==> src/rtl/video_pkg.sv <==
// Shared constants for the RGB<->YCbCr video converters: BT.601 coefficients
// scaled by 32, chroma offset and the field layout of the 24-bit video word.
package video_pkg;

    localparam int CR_R  = 45;
    localparam int CB_G  = 11;
    localparam int CR_G  = 23;
    localparam int CB_B  = 57;
    localparam int C_OFS = 16;

    localparam int Y_MSB  = 7;
    localparam int Y_LSB  = 3;
    localparam int CB_MSB = 15;
    localparam int CB_LSB = 11;
    localparam int CR_MSB = 23;
    localparam int CR_LSB = 19;

    localparam int FIELD_W = 5;
    localparam int SUM_W   = 12;
    localparam int CH_W    = 8;
    localparam int WORD_W  = 24;

    // Replicate the top bits so 0 maps to 8'h00 and 31 maps to 8'hFF.
    function automatic logic [CH_W-1:0] expand5(input logic [FIELD_W-1:0] c5);
        return {c5, c5[4:2]};
    endfunction

endpackage

==> src/rtl/ycc_chan_sat.sv <==
// One colour channel: clamps a signed 32x-scaled sum to 5 bits and widens it to 8.
module ycc_chan_sat
    import video_pkg::*;
(
    input  logic signed [SUM_W-1:0] i_sum,
    output logic [CH_W-1:0]         o_chan
);

    logic signed [SUM_W-1:0] w_shr;
    logic [FIELD_W-1:0]      w_c5;

    assign w_shr = i_sum >>> 3'd5;

    // Negative sums clamp to black, anything at or above 32 units clamps to full scale.
    always_comb begin
        w_c5 = 5'd0;
        if (i_sum[SUM_W-1]) begin
            w_c5 = 5'd0;
        end else if (w_shr > 12'sd31) begin
            w_c5 = 5'd31;
        end else begin
            w_c5 = w_shr[FIELD_W-1:0];
        end
    end

    assign o_chan = expand5(w_c5);

endmodule

==> src/rtl/ycbcr_to_rgb.sv <==
// AXI4-Stream 5-bit YCbCr to 8-bit RGB converter: stallable 3-stage pipeline
// with a bit-exact bypass path and tlast/tuser carried alongside each beat.
module ycbcr_to_rgb
    import video_pkg::*;
#(
    parameter int CR_R = video_pkg::CR_R,
    parameter int CB_G = video_pkg::CB_G,
    parameter int CR_G = video_pkg::CR_G,
    parameter int CB_B = video_pkg::CB_B
) (
    input  logic        clk,
    input  logic        rstn,
    input  logic        Sel,
    input  logic [23:0] s_axis_video_tdata,
    input  logic        s_axis_video_tvalid,
    output logic        s_axis_video_tready,
    input  logic        s_axis_video_tlast,
    input  logic        s_axis_video_tuser,
    output logic [23:0] m_axis_video_tdata,
    output logic        m_axis_video_tvalid,
    input  logic        m_axis_video_tready,
    output logic        m_axis_video_tlast,
    output logic        m_axis_video_tuser
);

    localparam logic signed [SUM_W-1:0] K_CR_R = SUM_W'(CR_R);
    localparam logic signed [SUM_W-1:0] K_CB_G = SUM_W'(CB_G);
    localparam logic signed [SUM_W-1:0] K_CR_G = SUM_W'(CR_G);
    localparam logic signed [SUM_W-1:0] K_CB_B = SUM_W'(CB_B);

    logic w_ce;

    logic [FIELD_W-1:0]        w_cb5;
    logic [FIELD_W-1:0]        w_cr5;
    logic signed [FIELD_W:0]   w_dcb;
    logic signed [FIELD_W:0]   w_dcr;

    logic                      r_s1_valid;
    logic                      r_s1_sel;
    logic                      r_s1_last;
    logic                      r_s1_user;
    logic [WORD_W-1:0]         r_s1_raw;
    logic [FIELD_W-1:0]        r_s1_y;
    logic signed [FIELD_W:0]   r_s1_dcb;
    logic signed [FIELD_W:0]   r_s1_dcr;

    logic signed [SUM_W-1:0]   w_dcb_x;
    logic signed [SUM_W-1:0]   w_dcr_x;

    logic                      r_s2_valid;
    logic                      r_s2_sel;
    logic                      r_s2_last;
    logic                      r_s2_user;
    logic [WORD_W-1:0]         r_s2_raw;
    logic [9:0]                r_s2_y32;
    logic signed [SUM_W-1:0]   r_s2_p_cr_r;
    logic signed [SUM_W-1:0]   r_s2_p_cb_g;
    logic signed [SUM_W-1:0]   r_s2_p_cr_g;
    logic signed [SUM_W-1:0]   r_s2_p_cb_b;

    logic signed [SUM_W-1:0]   w_y32_s;
    logic signed [SUM_W-1:0]   w_sum_r;
    logic signed [SUM_W-1:0]   w_sum_g;
    logic signed [SUM_W-1:0]   w_sum_b;
    logic [CH_W-1:0]           w_r8;
    logic [CH_W-1:0]           w_g8;
    logic [CH_W-1:0]           w_b8;

    logic                      r_s3_valid;
    logic                      r_s3_last;
    logic                      r_s3_user;
    logic [WORD_W-1:0]         r_s3_tdata;

    // The whole pipeline advances together whenever the output slot is free or draining.
    assign w_ce                = !r_s3_valid || m_axis_video_tready;
    assign s_axis_video_tready = w_ce;

    assign w_cb5 = s_axis_video_tdata[CB_MSB:CB_LSB];
    assign w_cr5 = s_axis_video_tdata[CR_MSB:CR_LSB];
    assign w_dcb = {1'b0, w_cb5} - 6'(C_OFS);
    assign w_dcr = {1'b0, w_cr5} - 6'(C_OFS);

    // Stage 1: capture luma, centred chroma and the raw word for bypass.
    always_ff @(posedge clk or negedge rstn) begin
        if (!rstn) begin
            r_s1_valid <= 1'b0;
            r_s1_sel   <= 1'b0;
            r_s1_last  <= 1'b0;
            r_s1_user  <= 1'b0;
            r_s1_raw   <= 24'h000000;
            r_s1_y     <= 5'd0;
            r_s1_dcb   <= 6'sd0;
            r_s1_dcr   <= 6'sd0;
        end else if (w_ce) begin
            r_s1_valid <= s_axis_video_tvalid;
            r_s1_sel   <= Sel;
            r_s1_last  <= s_axis_video_tlast;
            r_s1_user  <= s_axis_video_tuser;
            r_s1_raw   <= s_axis_video_tdata;
            r_s1_y     <= s_axis_video_tdata[Y_MSB:Y_LSB];
            r_s1_dcb   <= w_dcb;
            r_s1_dcr   <= w_dcr;
        end
    end

    assign w_dcb_x = $signed({{(SUM_W-FIELD_W-1){r_s1_dcb[FIELD_W]}}, r_s1_dcb});
    assign w_dcr_x = $signed({{(SUM_W-FIELD_W-1){r_s1_dcr[FIELD_W]}}, r_s1_dcr});

    // Stage 2: scaled luma and the four chroma products.
    always_ff @(posedge clk or negedge rstn) begin
        if (!rstn) begin
            r_s2_valid  <= 1'b0;
            r_s2_sel    <= 1'b0;
            r_s2_last   <= 1'b0;
            r_s2_user   <= 1'b0;
            r_s2_raw    <= 24'h000000;
            r_s2_y32    <= 10'd0;
            r_s2_p_cr_r <= 12'sd0;
            r_s2_p_cb_g <= 12'sd0;
            r_s2_p_cr_g <= 12'sd0;
            r_s2_p_cb_b <= 12'sd0;
        end else if (w_ce) begin
            r_s2_valid  <= r_s1_valid;
            r_s2_sel    <= r_s1_sel;
            r_s2_last   <= r_s1_last;
            r_s2_user   <= r_s1_user;
            r_s2_raw    <= r_s1_raw;
            r_s2_y32    <= {r_s1_y, 5'd0};
            r_s2_p_cr_r <= K_CR_R * w_dcr_x;
            r_s2_p_cb_g <= K_CB_G * w_dcb_x;
            r_s2_p_cr_g <= K_CR_G * w_dcr_x;
            r_s2_p_cb_b <= K_CB_B * w_dcb_x;
        end
    end

    // Sums never exceed 12-bit signed range for 5-bit inputs and these coefficients.
    assign w_y32_s = $signed({2'b00, r_s2_y32});
    assign w_sum_r = w_y32_s + r_s2_p_cr_r;
    assign w_sum_g = w_y32_s - r_s2_p_cb_g - r_s2_p_cr_g;
    assign w_sum_b = w_y32_s + r_s2_p_cb_b;

    ycc_chan_sat u_sat_r (.i_sum(w_sum_r), .o_chan(w_r8));
    ycc_chan_sat u_sat_g (.i_sum(w_sum_g), .o_chan(w_g8));
    ycc_chan_sat u_sat_b (.i_sum(w_sum_b), .o_chan(w_b8));

    // Stage 3: output register, holds its beat while the consumer stalls.
    always_ff @(posedge clk or negedge rstn) begin
        if (!rstn) begin
            r_s3_valid <= 1'b0;
            r_s3_last  <= 1'b0;
            r_s3_user  <= 1'b0;
            r_s3_tdata <= 24'h000000;
        end else if (w_ce) begin
            r_s3_valid <= r_s2_valid;
            r_s3_last  <= r_s2_last;
            r_s3_user  <= r_s2_user;
            r_s3_tdata <= r_s2_sel ? r_s2_raw : {w_r8, w_b8, w_g8};
        end
    end

    assign m_axis_video_tvalid = r_s3_valid;
    assign m_axis_video_tdata  = r_s3_tdata;
    assign m_axis_video_tlast  = r_s3_last;
    assign m_axis_video_tuser  = r_s3_user;

endmodule
==> config.mk <==
export PLATFORM = sky130hd
export DESIGN_NAME = ycbcr_to_rgb
export DESIGN_NICKNAME = d
export VERILOG_FILES = /design/src/rtl/video_pkg.sv /design/src/rtl/ycc_chan_sat.sv /design/src/rtl/ycbcr_to_rgb.sv
export SDC_FILE = /design/constraint.sdc
export NUM_CORES = 1
export LEC_CHECK = 0
export ABC_AREA = 1
export CAP_MARGIN = 40
export CORE_MARGIN = 2
export CORE_UTILIZATION = 45
export DETAILED_ROUTE_END_ITERATION = 12
export SLEW_MARGIN = 20
export SYNTH_ARGS = -nofsm -noshare
export SYNTH_HDL_FRONTEND = slang
export SYNTH_SLANG_ARGS = --single-unit
export TNS_END_PERCENT = 5
==> constraint.sdc <==
create_clock -name clk -period 4.35 [get_ports clk]
set_input_delay 0.87 -clock clk [delete_from_list [all_inputs] [get_ports clk]]
set_output_delay 0.87 -clock clk [all_outputs]
set_load 0.03 [all_outputs]
Yosys cells after proc, flatten, opt, wreduce, memory -nomap -nowiden --
Cells that the tools add are included.
Word-level totals: flip-flop bits (word level) 153, input port bits 31, output and inout port bits 28
Cells by class: add/subtract/negate cells 6, multiply operators 4, magnitude comparators 3, muxes and demuxes 7, reductions and logical operators 2
Operator list (number):
- 5-bit 2-to-1 mux | 6
- 11-bit by 12-bit adder with 12-bit output | 2
- 7-bit by 6-bit multiplier with 12-bit output (first input constant) | 2
- 24-bit 2-to-1 mux | 1
- 7-bit by 6-bit > comparator with 1-bit output (second input constant) | 3
- 6-bit by 6-bit multiplier with 12-bit output (first input constant) | 1
- 11-bit by 12-bit subtractor with 12-bit output | 1
- 12-bit subtractor | 1
- 5-bit by 5-bit subtractor with 6-bit output (second input constant) | 2
- 5-bit by 6-bit multiplier with 11-bit output (first input constant) | 1
- 1-bit logical NOT | 1
- 1-bit logical OR | 1

Longest topological paths before layout --
depth after elaboration 6, gate-level depth with buffers 17

By module --
A second synthesis with hierarchy kept.
Second synthesis, totals: cells, all modules 955, area total of the unflattened synthesis 8056.5 µm²
By module, submodules not included:
- ycbcr_to_rgb | times used 1, cells an instance 916, area each 7876.3 µm², seq. area each 3128.0 µm²
- ycc_chan_sat | times used 3, cells an instance 13, area each 60.1 µm², seq. area each 0.0 µm²

Worst setup path before layout --
No wires, ideal clock.
path type register to register, start reg, netlist name r_s1_raw[21], end reg r_s2_p_cr_r[11], library setup time 0.130 ns, data arrival time 3.219 ns, setup slack 1.000 ns, stages on the path, launching flop included 16, buffers on the path 0, clock period less this slack 3.350 ns, cell sequence dfrtp_1 -> ha_1 -> ha_1 -> inv_1 -> fa_1 -> inv_1 -> fa_1 -> ha_1 -> inv_1 -> fa_1 -> nor2_1 -> o21ai_0 -> nand2_1 -> nand2_1 -> a22oi_1 -> o21ai_0
RTL lines:
- to (signal assigned) | RTL line ycbcr_to_rgb.sv:129 | r_s2_p_cr_r <= K_CR_R * w_dcr_x;
- to (decl) | RTL line ycbcr_to_rgb.sv:56 | logic signed [SUM_W-1:0] r_s2_p_cr_r;

==> out/results.ini <==
[cts]
cts-buffers-inserted = 17
cts_resized = 0
clk_latency_ns = 0.42
cts_buffer_depth = 2
post-cts-setup-buffers = 0
hold_buffers = 0
cts_tree = yes
cts_root_buffer = clkbuf_16
h-tree-depth = 4
clk_pin_slew_ns = 0.05
cts_sinks = 120

[critical_path]
critPathLaunchType = register
reg2reg_to = r_s2_p_cr_r[11]
rr_worst_depth = 15
worstPathArrival_ns = 3.94
required_ns = 4.65
worst-path-max-fanout = 7
rr_startpoint = r_s1_raw[21]
r2r_setup_slack_ns = 0.71
path_class = reg2reg
end_kind = register

[placed_design]
dp_hpwl_microns = 12900
port_buffers = 58
gp_congestion = 0.859

[sta]
period_share = 0.837
slew_headroom = 0.551
setup_violations = 0
worstMarginPinSlew_ns = 0.674
hold_violations = 0
min_period_ns = 3.64
final_max_slew_viol_count = 0
rsz0062_at_grt = false
skew_ns = 0.00633
max_freq_mhz = 275
fin_setup_tns_ns = 0

[floorplanning]
die_h_microns = 135
start_util = 0.455
die_area_sq_um = 18300
coreArea_sq_um = 17100
die_w_microns = 135
io_pins = 59
row_count = 48

[route]
totalWireLength_microns = 17500
drtIter0Drc = 281
via_count = 6013
drc_errors = 0
ant_nets = 0
drt-pass1-iter-count = 4
routedWlPerCell_microns = 14.2
vias_per_cell = 4.88

[synth]
synth.cell_area_sq_um = 7760
seq_area_frac_synth = 0.387
synthesis.nets = 1087
post-synth-top-area-cell = dfrtp_1
yosys-top-cells-count = nand2_1, dfrtp_1, inv_1
synth_most_common_cell = nand2_1
syn_avg_cell_area_sq_um = 8.27
async_reset_ff_frac = 1.00
dominantRegCellSynth = dfrtp_1
synth.top_cells.by_area = dfrtp_1, ha_1, nand2_1, fa_1, inv_1
synth_cells = 939
synth_warnings = 0
ys_types = 38
synth_top_cell_area_share = 0.387
synth-edff-count = 0
synth_seq_cells = 120

[global_routing]
grt_use_total = 0.208
grt_pass1_wl_microns = 29500
grt_pass1_vias = 5780
grt_max_degree = 129
overflow = 0
antenna_found_initial = 0

[final_layout]
area_delta_synth_final_pct = 18.4
fill_cells = 1662
drive_gt1_frac = 0.0636
antenna_cells = 0
finalNetCount = 1141

[run]
maxCapViolCount = 0

[worst_hold_path]
hold_class = in2async

[outcome]
outcome = finished clean

[how the worst max path moves through the flow]
stage	startpoint	to	slack (ns)	cells after the start
floorplan	r_s1_raw[21]	r_s2_p_cr_r[11]	1.00	15
global placement	r_s1_raw[21]	r_s2_p_cr_r[11]	0.83	15
detailed placement	r_s1_raw[21]	r_s2_p_cr_r[11]	0.76	15
CTS	r_s1_raw[21]	r_s2_p_cr_r[11]	0.67	15
global route	r_s1_raw[21]	r_s2_p_cr_r[11]	0.46	15
finish	r_s1_raw[21]	r_s2_p_cr_r[11]	0.71	15
[routing by layer]
layer | vias up | global-route usage | part of all wire
li1 | 3094 | - | -
met1 | 2813 | 0.299 | 0.50
met2 | 90 | 0.322 | 0.46
met3 | 16 | 0.0423 | 0.033
met4 | 0 | 0.0532 | 0.011
met5 | - | 0 | 0
[layout by cell type, fill, tap and decap left out, types with 3 or more instances in the layout]
cell type	synthesis	layout
nor2_2	4	3
nand3_1	26	26
o211ai_1	3	3
buf_4	1	3
inv_1	112	111
or2_2	3	3
nand2_1	302	302
nor2_1	47	47
nand4_1	7	7
clkbuf_16	0	17
a21oi_1	69	69
clkinvlp_4	0	4
clkdlybuf4s50_1	0	57
dfrtp_1	120	120
nand2_2	5	5
inv_2	6	6
xor2_1	13	13
o22ai_1	3	3
clkinv_2	0	6
o21ai_0	33	33
xnor2_1	11	11
fa_1	25	25
o21ai_1	8	8
ha_1	92	92
nand3b_1	3	3
[flip-flops by register name (all words and copies together), names as in the netlist, 7 cells and up]
signal,count
m_axis_video_tdata,24
r_s2_p_cr_r,7
r_s1_raw,24
r_s2_p_cr_g,11
r_s2_raw,24
r_s2_p_cb_b,7
r_s2_p_cb_g,10
[through the flow]
| step | std cells | instance area (sq um) | utilization | setup WS, ns | hold WS [ns] |
|---|---|---|---|---|---|
| after floorplan | 939 | 7760 | - | 1.00 | 0.423 |
| after global placement | 1197 | 8560 | 0.502 | 0.835 | 0.428 |
| after detailed placement | 1199 | 8620 | 0.505 | 0.757 | 0.430 |
| after CTS | 1231 | 9190 | 0.539 | 0.670 | 0.370 |
| after global routing | 1231 | 9190 | 0.539 | 0.458 | 0.381 |
| final | 1231 | 9190 | 0.539 | 0.709 | 0.369 |
[cell families (layout without fill, tap and decap cells)]
kind of cell,Yosys count,count (layout),share of synthesized area
and+or+nand+nor,402,402,0.210
buffers and inverters,147,214,0.0730
adders and majority gates,117,117,0.213
DFF,120,120,0.387
xor gates and xnor gates,24,24,0.0271
AOI/OAI and AO/OA,129,129,0.0902
[critical path: stages, from the launching register on]
cell     delay (ns)
dfrtp_1        0.48
ha_1           0.36
ha_1           0.28
inv_1          0.05
fa_1           0.53
inv_1          0.05
fa_1           0.52
ha_1           0.18
inv_1          0.06
fa_1           0.38
nor2_1         0.14
o21ai_0        0.09
nand2_1        0.10
nand2_1        0.07
a22oi_1        0.12
o21ai_0        0.10
[layout make-up]
class                      count  area (sq um)  area share
clock buffer                  19           443      0.0482
multi-input combinational    672          4200       0.457
sequential                   120          3000       0.327
clock inverter                13           129      0.0140
inverter                     118           445      0.0485
tap                          225           282      0.0306
timing repair buffer          64           688      0.0749
Power is left out: the tool's default activity adds up to more than one toggle a clock period on the data nets, which glitch-free logic cannot reach.
